[config.mk]
export PLATFORM = sky130hd
export DESIGN_NAME = mul_div_unit_flat
export DESIGN_NICKNAME = d
export VERILOG_FILES = /design/src/rtl/mul_div_unit_if.sv /design/src/rtl/mul_div_unit.sv /design/src/flat_wrapper.sv
export SDC_FILE = /design/constraint.sdc
export NUM_CORES = 1
export LEC_CHECK = 0
export BUFFER_PORTS_ARGS = -buffer_cell sky130_fd_sc_hd__clkbuf_2
export CAP_MARGIN = 10
export CORE_MARGIN = 4
export CORE_UTILIZATION = 50
export CTS_BUF_LIST = sky130_fd_sc_hd__clkbuf_4 sky130_fd_sc_hd__clkbuf_8
export DETAILED_ROUTE_END_ITERATION = 8
export GPL_TIMING_DRIVEN = 1
export HOLD_SLACK_MARGIN = 0.06
export PLACE_DENSITY = 0.79
export SLEW_MARGIN = 10
export SYNTH_ARGS = -nofsm -noshare
export SYNTH_HDL_FRONTEND = slang
export SYNTH_SLANG_ARGS = --single-unit
export TNS_END_PERCENT = 1
[constraint.sdc]
create_clock -name clk_i -period 4.3 [get_ports clk_i]
set_input_delay 0.86 -clock clk_i [delete_from_list [all_inputs] [get_ports clk_i]]
set_output_delay 0.86 -clock clk_i [all_outputs]
set_load 0.05 [all_outputs]
[src/rtl/mul_div_unit_if.sv]
// rtl/mul_div_unit_if.sv - request/result signal bundle for the iterative multiply/divide unit
//
// Purpose: groups the launch, abort, MTHI/MTLO and result signals of mul_div_unit.
// Ports (signals):
//   start_i, op_i, a_i, b_i   launch an operation (op: 00 MULT, 01 MULTU, 10 DIV, 11 DIVU)
//   abort_i                   cancel in-flight work
//   mthi_i, mtlo_i, mt_data_i direct HI/LO writes
//   busy_o, done_o            status; done_o is a one-cycle pulse with valid hi_o/lo_o
//   hi_o, lo_o                HI/LO result registers
// Modports: master drives requests (pipeline side), slave is the unit itself.
interface mul_div_unit_if #(
  parameter int WIDTH = 32
);
  logic             start_i;
  logic [1:0]       op_i;
  logic [WIDTH-1:0] a_i;
  logic [WIDTH-1:0] b_i;
  logic             abort_i;
  logic             mthi_i;
  logic             mtlo_i;
  logic [WIDTH-1:0] mt_data_i;
  logic             busy_o;
  logic             done_o;
  logic [WIDTH-1:0] hi_o;
  logic [WIDTH-1:0] lo_o;

  modport master (
    output start_i, op_i, a_i, b_i, abort_i, mthi_i, mtlo_i, mt_data_i,
    input  busy_o, done_o, hi_o, lo_o
  );

  modport slave (
    input  start_i, op_i, a_i, b_i, abort_i, mthi_i, mtlo_i, mt_data_i,
    output busy_o, done_o, hi_o, lo_o
  );
endinterface

[src/rtl/mul_div_unit.sv]
// rtl/mul_div_unit.sv - iterative MULT/MULTU/DIV/DIVU unit with HI/LO registers
//
// Purpose: one result bit per cycle. Signed operations work on magnitudes and fix the
// result signs in a final FIX cycle. HI/LO are written on the FIX->DONE edge, on a
// divide-by-zero accept, or by MTHI/MTLO while the unit is not busy.
// Ports:
//   clk_i   clock, all state on the rising edge
//   rst_i   synchronous active-high reset
//   bus     mul_div_unit_if.slave: start_i/op_i/a_i/b_i, abort_i, mthi_i/mtlo_i/mt_data_i,
//           busy_o, done_o, hi_o, lo_o
module mul_div_unit #(
  parameter int WIDTH = 32
) (
  input  logic           clk_i,
  input  logic           rst_i,
  mul_div_unit_if.slave  bus
);

  localparam int CW = $clog2(WIDTH);
  localparam logic [CW-1:0] LAST = CW'(WIDTH - 1);

  typedef enum logic [1:0] {IDLE, CALC, FIX, DONE} state_t;

  state_t             state, state_nxt;
  logic [CW-1:0]      cnt;
  logic               is_div;
  logic               neg_q;   // product sign (multiply) or quotient sign (divide)
  logic               neg_r;   // remainder sign, follows the dividend
  logic [WIDTH-1:0]   opb;     // multiplicand magnitude, or divisor magnitude
  logic [2*WIDTH-1:0] acc;     // multiply: {partial product, remaining multiplier bits}
  logic [WIDTH-1:0]   rem;     // divide: partial remainder
  logic [WIDTH-1:0]   dq;      // divide: dividend bits shifting out, quotient bits shifting in
  logic [WIDTH-1:0]   hi_q, lo_q;

  logic               busy, can_start, accept, div_zero, result_wr;
  logic               a_neg, b_neg;
  logic [WIDTH-1:0]   a_mag, b_mag;
  logic [WIDTH:0]     mul_sum;
  logic [WIDTH:0]     div_shift;
  logic               div_ge;
  logic [WIDTH-1:0]   div_diff;
  logic [2*WIDTH-1:0] prod;
  logic [WIDTH-1:0]   quot, remd, res_hi, res_lo;

  assign busy      = (state == CALC) || (state == FIX);
  assign can_start = (state == IDLE) || (state == DONE);
  assign accept    = can_start && bus.start_i && !bus.abort_i;
  assign div_zero  = bus.op_i[1] && (bus.b_i == '0);
  assign result_wr = (state == FIX) && !bus.abort_i;

  // op_i[0] set means unsigned, so sign bits only count for MULT/DIV.
  assign a_neg = !bus.op_i[0] && bus.a_i[WIDTH-1];
  assign b_neg = !bus.op_i[0] && bus.b_i[WIDTH-1];
  assign a_mag = a_neg ? -bus.a_i : bus.a_i;
  assign b_mag = b_neg ? -bus.b_i : bus.b_i;

  // Shift-add step: add the multiplicand when the current multiplier bit is set.
  assign mul_sum = {1'b0, acc[2*WIDTH-1:WIDTH]} + (acc[0] ? {1'b0, opb} : '0);

  // Restoring step: the shifted remainder needs WIDTH+1 bits; once the divisor has been
  // subtracted the result is below the divisor again and fits WIDTH bits.
  assign div_shift = {rem, dq[WIDTH-1]};
  assign div_ge    = div_shift >= {1'b0, opb};
  assign div_diff  = div_shift[WIDTH-1:0] - opb;

  assign prod   = neg_q ? -acc : acc;
  assign quot   = neg_q ? -dq : dq;
  assign remd   = neg_r ? -rem : rem;
  assign res_hi = is_div ? remd : prod[2*WIDTH-1:WIDTH];
  assign res_lo = is_div ? quot : prod[WIDTH-1:0];

  always_comb begin
    state_nxt = state;
    case (state)
      IDLE, DONE: begin
        if (accept) state_nxt = div_zero ? DONE : CALC;
        else        state_nxt = IDLE;
      end
      CALC: begin
        if (bus.abort_i)      state_nxt = IDLE;
        else if (cnt == LAST) state_nxt = FIX;
      end
      FIX:     state_nxt = bus.abort_i ? IDLE : DONE;
      default: state_nxt = IDLE;
    endcase
  end

  always_ff @(posedge clk_i) begin
    if (rst_i) begin
      state  <= IDLE;
      cnt    <= '0;
      is_div <= 1'b0;
      neg_q  <= 1'b0;
      neg_r  <= 1'b0;
      opb    <= '0;
      acc    <= '0;
      rem    <= '0;
      dq     <= '0;
    end else begin
      state <= state_nxt;
      if (accept) begin
        cnt    <= '0;
        is_div <= bus.op_i[1];
        neg_q  <= a_neg ^ b_neg;
        neg_r  <= a_neg;
        opb    <= bus.op_i[1] ? b_mag : a_mag;
        acc    <= {{WIDTH{1'b0}}, b_mag};
        rem    <= '0;
        dq     <= a_mag;
      end else if (state == CALC) begin
        cnt <= cnt + CW'(1);
        if (is_div) begin
          rem <= div_ge ? div_diff : div_shift[WIDTH-1:0];
          dq  <= {dq[WIDTH-2:0], div_ge};
        end else begin
          acc <= {mul_sum, acc[WIDTH-1:1]};
        end
      end
    end
  end

  // Result writes take priority over MTHI/MTLO in the same cycle.
  always_ff @(posedge clk_i) begin
    if (rst_i) begin
      hi_q <= '0;
      lo_q <= '0;
    end else if (result_wr) begin
      hi_q <= res_hi;
      lo_q <= res_lo;
    end else if (accept && div_zero) begin
      hi_q <= bus.a_i;
      lo_q <= '1;
    end else if (!busy) begin
      if (bus.mthi_i) hi_q <= bus.mt_data_i;
      if (bus.mtlo_i) lo_q <= bus.mt_data_i;
    end
  end

  assign bus.busy_o = busy;
  assign bus.done_o = (state == DONE);
  assign bus.hi_o   = hi_q;
  assign bus.lo_o   = lo_q;

endmodule

[src/flat_wrapper.sv]
// flat-port wrapper written by rule: the top's interface ports become plain ports
module mul_div_unit_flat 
#(
  parameter int WIDTH = 32
)
  (clk_i, rst_i, bus_start_i, bus_op_i, bus_a_i, bus_b_i, bus_abort_i, bus_mthi_i, bus_mtlo_i, bus_mt_data_i, bus_busy_o, bus_done_o, bus_hi_o, bus_lo_o);
  mul_div_unit_if #(.WIDTH(WIDTH)) bus_i ();
  input  logic clk_i;
  input  logic rst_i;
  input wire logic [$bits(bus_i.start_i)-1:0] bus_start_i;
  input wire logic [$bits(bus_i.op_i)-1:0] bus_op_i;
  input wire logic [$bits(bus_i.a_i)-1:0] bus_a_i;
  input wire logic [$bits(bus_i.b_i)-1:0] bus_b_i;
  input wire logic [$bits(bus_i.abort_i)-1:0] bus_abort_i;
  input wire logic [$bits(bus_i.mthi_i)-1:0] bus_mthi_i;
  input wire logic [$bits(bus_i.mtlo_i)-1:0] bus_mtlo_i;
  input wire logic [$bits(bus_i.mt_data_i)-1:0] bus_mt_data_i;
  output wire logic [$bits(bus_i.busy_o)-1:0] bus_busy_o;
  output wire logic [$bits(bus_i.done_o)-1:0] bus_done_o;
  output wire logic [$bits(bus_i.hi_o)-1:0] bus_hi_o;
  output wire logic [$bits(bus_i.lo_o)-1:0] bus_lo_o;
  assign bus_i.start_i = bus_start_i;
  assign bus_i.op_i = bus_op_i;
  assign bus_i.a_i = bus_a_i;
  assign bus_i.b_i = bus_b_i;
  assign bus_i.abort_i = bus_abort_i;
  assign bus_i.mthi_i = bus_mthi_i;
  assign bus_i.mtlo_i = bus_mtlo_i;
  assign bus_i.mt_data_i = bus_mt_data_i;
  assign bus_busy_o = bus_i.busy_o;
  assign bus_done_o = bus_i.done_o;
  assign bus_hi_o = bus_i.hi_o;
  assign bus_lo_o = bus_i.lo_o;
  mul_div_unit #(.WIDTH(WIDTH)) u_core (.clk_i(clk_i), .rst_i(rst_i), .bus(bus_i));
endmodule
==> results of run 1 <==
area by class of cell:
type,count,share of cell area
Inverter,79,0.0147
Sequential cell,234,0.233
Tap cell,461,0.0286
Timing Repair Buffer,214,0.0595
Multi-Input combinational cell,1974,0.617
Clock buffer,67,0.0424
Clock inverter,10,0.00534
layout by cell type, fill, tap and decap left out, types with 30 or more instances in the layout:
cell type / Yosys / routed
a21oi_1: 253 / 252
dfxtp_1: 234 / 232
a211oi_1: 34 / 34
xnor2_1: 117 / 117
nor2_1: 257 / 254
clkbuf_2: 0 / 168
xor2_1: 109 / 109
nor3_1: 34 / 34
o21ai_0: 154 / 154
inv_1: 78 / 78
clkbuf_8: 0 / 56
ha_1: 74 / 74
nand2_1: 319 / 318
nand3_1: 41 / 41
mux2i_1: 67 / 67
o31ai_1: 50 / 50
buf_4: 1 / 45
a311oi_1: 57 / 57
or3_1: 30 / 30
per-layer routing:
metal  vias up  GRT usage
met5         -          0
met4         0      0.175
met3       213     0.0801
met2      1445      0.502
met1      9308      0.490
li1       9022          -
worst min-delay path: stages (launching register included):
cell,delay [ps]
dfxtp_1,310
nand2_1,50
a21oi_1,50
per-stage QoR:
| step | area (sq um) | instances | power, mW | hold slack [ps] |
|---|---|---|---|---|
| finish | 20100 | 3039 | 6.52 | 455 |
| global route | 20100 | 3039 | 6.71 | 480 |
| global placement | 19200 | 2962 | 4.07 | 439 |
| floorplan | 18000 | 2450 | 3.53 | 432 |
| detailed placement | 19200 | 2962 | 4.09 | 447 |
| CTS | 20100 | 3039 | 6.46 | 455 |
worst max path at each step:
| stage | slack [ps] | cells after the start | start | to |
|---|---|---|---|---|
| 3_3_place_gp | 590 | 12 | bus_a_i[0] | u_core.opb[30] |
| 3_5_place_dp | 570 | 12 | bus_a_i[0] | u_core.opb[30] |
| 2_1_floorplan | 790 | 11 | u_core.acc[0] | u_core.bus.hi_o[28] |
| 4_1_cts | 700 | 13 | u_core.acc[0] | u_core.acc[63] |
| 6_report | 510 | 13 | u_core.acc[0] | u_core.acc[63] |
| 5_1_grt | 280 | 13 | u_core.acc[0] | u_core.acc[63] |
power groups by stage:
stage	clock [mW]	sequential, mW	combinational (mW)
after global routing	2.49	2.43	1.79
after detailed placement	0	2.46	1.63
after global placement	0	2.46	1.61
final	2.40	2.43	1.69
after CTS	2.41	2.42	1.64
after floorplan	0	2.56	0.967
logic make-up (layout without fill, tap and decap cells):
logic type,after synthesis,after routing,share of synthesized area
buf+inv,242,370,0.0516
mux,84,84,0.0485
fa+ha+maj,76,76,0.0537
xor+xnor,226,226,0.110
simple gates,843,843,0.214
flops,234,234,0.260
compound gates,745,745,0.262
registers in the layout, indices dropped and copies added, names as in the netlist:
register         flops
u_core.opb          32
u_core.neg_q         1
u_core.rem          32
u_core.cnt           5
u_core.is_div        1
u_core.acc          64
u_core.bus.lo_o     32
u_core.dq           32
u_core.bus.hi_o     32
u_core.state         2
u_core.neg_r         1
==> impl_results.md, run 1 <==
- Final Hold Viols: 0
- Worst slack at placement: 565 ps
- Final period util: 0.881
- Crit end category: flop
- FF/Latch Area: 0.00469 sq mm
- Io pins: 170
- Slew HR: 0.227
- Power per cell area: 324 mW/mm^2
- Critical Path Start Type: flop
- Fraction of layout cells with a size suffix above 1: 0.132
- # port buffers: 169
- Minimum clock period: 3790 ps
- Post-synth top cells: 319 x nand2_1, 257 x nor2_1, 253 x a21oi_1, 234 x dfxtp_1, 154 x o21ai_0
- Mapped Nets: 2630
- Max Slew Vio Count: 0
- Yosys warning count: 0
- Multi-input gate area: 0.0124 sq mm
- Fin nets: 2726
- Share of the synthesized area in the top cell type: 0.260
- Gr ovfl total: 0
- GP Congestion: 1.06
- Combinational Power Share: 0.259
- Area contributors post-synth: dfxtp_1 26%, a21oi_1 7.0%, nand2_1 6.7%
- Post-synth ARST share: 0
- Clock-pin slew on the worst setup and hold paths: 70 ps
- # Post-CTS Setup Buffers: 0
- Antenna violations before repair: 0
- Detailed placer's ending HPWL: 55600 microns
- Hold WC Path Type: flop to flop
- Ant. Diodes: 0
- Min-Delay Startpoint: u_core.opb[25]
- Hold Crit Depth: 2
- Crit-path leading delay family: compound AO/OA/AOI/OAI gates
- Via Count: 19988
- WHS Endpoint: u_core.opb[25]
- Number of synthesized flops with an enable pin: 0
- Max incr delay on CP: 540 ps
- Hold Buf Count CTS: 0
- Clock network power share: 0.368
- CP required: 4690 ps
- CTS Buf Count: 43
- DRC Markers: 0
- Most frequent cell after synthesis: nand2_1
- Sequential share of the synthesized area: 0.260
- Initial core utilization: 0.506
- Top Layer Used: met4
- Avg Cell Area, Syn: 7.35 sq um
- WL/cell: 23.8 microns
- FF-to-FF End: u_core.acc[63]
- Final WS setup: 513 ps
- Cells after synthesis: 2450
- Leak: 8.12 nW
- R2R depth: 13
- Met1 WL: 28700 microns
- Max clock buf depth: 3
- CP Cell Sequence: inv_1 > buf_4 > nor2_1 > ha_1 > a21oi_1 > inv_1 > a2111oi_0 > a211oi_1 > o21ai_0 > o21ai_0 > and2_1 > nor4b_1 > o22ai_1
- Buffers & Inverters on Critical Path: 3
- Switching pwr: 2.30 mW
- P&R area growth vs syn: 11.9%
- Setup TNS: 0 ps
- # fillers: 3353
- Drt first pass iters: 8
- Clock root buffer master: clkbuf_8
- Worst slew pin tran: 1160 ps
- Row cnt: 69
- Fmax: 264 MHz
- Worst Skew: 28.8 ps
- Core Util, Final: 0.566
- CTS sink cnt: 234
- Final wirelength: 72200 microns
- DR WL met2: 29100 microns
- Yosys cell types: 76
- Critical R2R Launch: u_core.acc[0]
- TritonCTS clock tree: yes
- Crit-path slowest cell: a2111oi_0
- Vias in the first global route: 18058
- Synth Register Bits: 234
- Mapped cell area: 0.0180 sq mm
- Cell taking the most area after synthesis: dfxtp_1
- First-pass GRT wire length: 107000 microns
- Total core area: 0.0356 sq mm
- Setup CP Type: flop to flop
- IR drop worst, VDD: 0.242 mV
- Die area: 0.0391 sq mm
- Final antenna-violating net count: 0
- Worst-path fanout max: 31
- CTS resizes: 0
- Result of the run: completed
- Switching Fraction: 0.353
- Die H: 198 microns
- DR iter-0 viols: 2728
- Max_cap viols: 0
- Worst EP arrival: 4180 ps
- Clock latency on the worst-skew pair: 570 ps
- Die width: 198 microns
- Global Route Usage Sum: 0.349
- WL met3: 10200 microns
- Internal power: 4.22 mW
- R2R setup slack: 510 ps
- Most used flip-flop cell after synthesis: dfxtp_1
- Vias per cell: 6.58
- RSZ-0062 raised after global routing: false
- Sequential power share: 0.372
- Final setup violation count: 0
- H-tree Lvls: 2
- Pin count of the biggest net entering global routing: 87
Note: power is estimated with default switching activity, not from simulation.
==> inputs of run 2 (changes only) <==
CORE_MARGIN = default   (was 4)
CTS_BUF_LIST = sky130_fd_sc_hd__clkbuf_4   (was sky130_fd_sc_hd__clkbuf_4 sky130_fd_sc_hd__clkbuf_8)
==> run 2 against run 1 <==
Sequential share of layout area increased by 0.087 points. Die area down 6.0%. Fmax down 0.86%. Flip-flop and latch count did not move. Sequential power is essentially flat. Combinational power is essentially flat. Total power shrank 3.9%.
==> impl_results.md, run 2 (synthesis results as in run 1) <==
- Leading cell types in the layout, fill and taps excluded: 318 x nand2_1, 254 x nor2_1, 252 x a21oi_1
- WHS Endpoint: u_core.bus.lo_o[19]
- Global Route Usage Sum: 0.381 (+0.0320)
- Max Slew Vio Count: 0 (unchanged)
- Gr ovfl total: 0 (unchanged)
- Max_cap viols: 0 (unchanged)
- Leak: 8.16 nW (+0.44%)
- CTS resizes: 0 (unchanged)
- Final total power: 6.27 mW (-3.9%)
- CP Cell Sequence: inv_1 > buf_4 > nor2_1 > ha_1 > and4_1 > nand2_1 > o21a_1 > o21ai_0 > a221oi_1 > o41ai_1 > xor2_1 > nand2_1 > a21oi_1
- Post-Layout Cell Count: 3085 (+1.5%)
- Clock-pin slew on the worst setup and hold paths: 70 ps (about the same)
- Setup CP Type: flop to flop
- Min-Delay Startpoint: bus_mt_data_i[19]
- R2R setup slack: 480 ps (-30 ps)
- CTS sink cnt: 234 (unchanged)
- Initial core utilization: 0.507 (+0.00123)
- Most frequent CP cell: nand2_1
- Commonest non-fill, non-tap cell in the layout: nand2_1
- H-tree Lvls: 3 (+1)
- DR iter-0 viols: 2949 (+8.1%)
- Hold Buf Count CTS: 0 (unchanged)
- Final WS setup: 480 ps (-32.7 ps)
- RSZ-0062 raised after global routing: false
- Clock latency on the worst-skew pair: 780 ps (+210 ps)
- Setup TNS: 0 ps (unchanged)
- Critical R2R Launch: u_core.acc[0]
- DRC Markers: 0 (unchanged)
- Die area: 0.0368 sq mm (-6.0%)
- Row cnt: 69 (unchanged)
- Clock root buffer master: clkbuf_4
- # Post-CTS Setup Buffers: 0 (unchanged)
- Internal power: 3.94 mW (-6.5%)
- Fin nets: 2757 (+1.1%)
- WL/cell: 23.4 microns (-1.6%)
- Combinational Power Share: 0.265 (+0.006)
- Vias in the first global route: 17754 (-1.7%)
- Worst-path fanout max: 22 (-29%)
- Power per cell area: 312 mW/mm^2 (-3.5%)
- Critical Path Start Type: flop
- Most flop-heavy register: u_core.acc
- Hold WC Path Type: primary input to flop
- Io pins: 170 (unchanged)
- IR drop worst, VDD: 0.338 mV (+40%)
- Worst EP arrival: 4500 ps (+320 ps)
- P&R area growth vs syn: 11.5%
- Final setup violation count: 0 (unchanged)
- Worst Skew: 49.0 ps (+20.2 ps)
- Max clock buf depth: 3 (unchanged)
- Worst slack at placement: 576 ps (+11.0 ps)
- Placed insts: 2968 (+0.20%)
- Max incr delay on CP: 810 ps (+270 ps)
- Crit end category: flop
- Final antenna-violating net count: 0 (unchanged)
- Worst slew pin tran: 1110 ps (-47.5 ps)
- Switching Fraction: 0.371 (+0.0176)
- Detailed placer's ending HPWL: 55500 microns (-0.21%)
- Final wirelength: 72200 microns (about the same)
- Max reg flops: 64 (unchanged)
- Pin count of the biggest net entering global routing: 84 (-3.4%)
- FF-to-FF End: u_core.acc[62]
- Total core area: 0.0355 sq mm (-0.24%)
- Clock network power share: 0.347 (-0.021)
- Sequential power share: 0.388 (+0.016)
- First-pass GRT wire length: 106000 microns (-0.77%)
- Final period util: 0.888 (+0.00761)
- TritonCTS clock tree: yes
- # port buffers: 169 (unchanged)
- Fmax: 262 MHz (-0.86%)
- Drt first pass iters: 9 (+1)
- Crit-path slowest cell: o21ai_0
- Antenna violations before repair: 1 (+1)
- GP Congestion: 1.01 (-4.8%)
- Slew HR: 0.258 (+0.0320)
- Final Hold Viols: 0 (unchanged)
- Hold_ws: 427 ps (-28.3 ps)
- Die H: 192 microns (-3.0%)
- Minimum clock period: 3820 ps (+32.7 ps)
- Vias per cell: 6.52 (-0.90%)
- Fraction of layout cells with a size suffix above 1: 0.143 (+0.0103)
- CP required: 4980 ps (+290 ps)
- Result of the run: completed
- Die width: 192 microns (-3.0%)
- Via Count: 20108 (+0.60%)
- Hold Crit Depth: 3 (+1)
- CTS Buf Count: 68 (+58%)
- Switching pwr: 2.32 mW (+0.93%)
- R2R depth: 13 (unchanged)
-- run 2: metrics by stage --
| step | utilization | instance area [sq um] |
|---|---|---|
| 4_1_cts | 0.565 | 20100 |
| 5_1_grt | 0.565 | 20100 |
| 3_3_place_gp | 0.542 | 19200 |
| 6_report | 0.565 | 20100 |
| 3_5_place_dp | 0.542 | 19200 |
| 2_1_floorplan | - | 18000 |
-- run 2: worst max-delay path by stage --
stage               depth (start not counted)                  end           from
floorplan                                  11  u_core.bus.hi_o[28]  u_core.acc[0]
global placement                           12       u_core.opb[30]     bus_a_i[0]
detailed placement                         12       u_core.opb[30]     bus_a_i[0]
CTS                                        13       u_core.acc[57]  u_core.acc[0]
global route                               13       u_core.acc[63]  u_core.acc[0]
finish                                     13       u_core.acc[62]  u_core.acc[0]
-- run 2: power groups by stage --
stage	clock [mW]	combinational [mW]	sequential [mW]
final	2.17	1.66	2.43
after global routing	2.30	1.77	2.44
after CTS	2.18	1.61	2.42
after detailed placement	0	1.61	2.47
after global placement	0	1.59	2.46
after floorplan	0	0.967	2.56
-- run 2: routing by layer --
| layer | share of wire | GRT usage | vias up | wire (microns) |
|---|---|---|---|---|
| met3 | 0.14 | 0.0917 | 208 | 9870 |
| met5 | 0 | 0 | - | 0 |
| met1 | 0.40 | 0.519 | 9360 | 28700 |
| met2 | 0.42 | 0.554 | 1410 | 30000 |
| met4 | 0.051 | 0.195 | 0 | 3650 |
| li1 | - | - | 9130 | - |
-- run 2: layout make-up --
class | instances | area (sq um)
Fill cell | 3324 | 15400
Multi-Input combinational cell | 1974 | 12400
Sequential cell | 234 | 4690
Timing Repair Buffer | 220 | 1240
Clock buffer | 92 | 691
Tap cell | 461 | 577
Inverter | 79 | 297
Clock inverter | 24 | 153
Antenna cell | 1 | 2.50
-- run 2: critical path, delay by kind of cell (launching register included) --
family / cells / cell delay [ps]
xor gates and xnor gates: 1 / 180
AOI/OAI and AO/OA: 5 / 2000
buffers and inverters: 2 / 380
and+or+nand+nor: 4 / 440
adders and majority gates: 1 / 400
DFF: 1 / 360
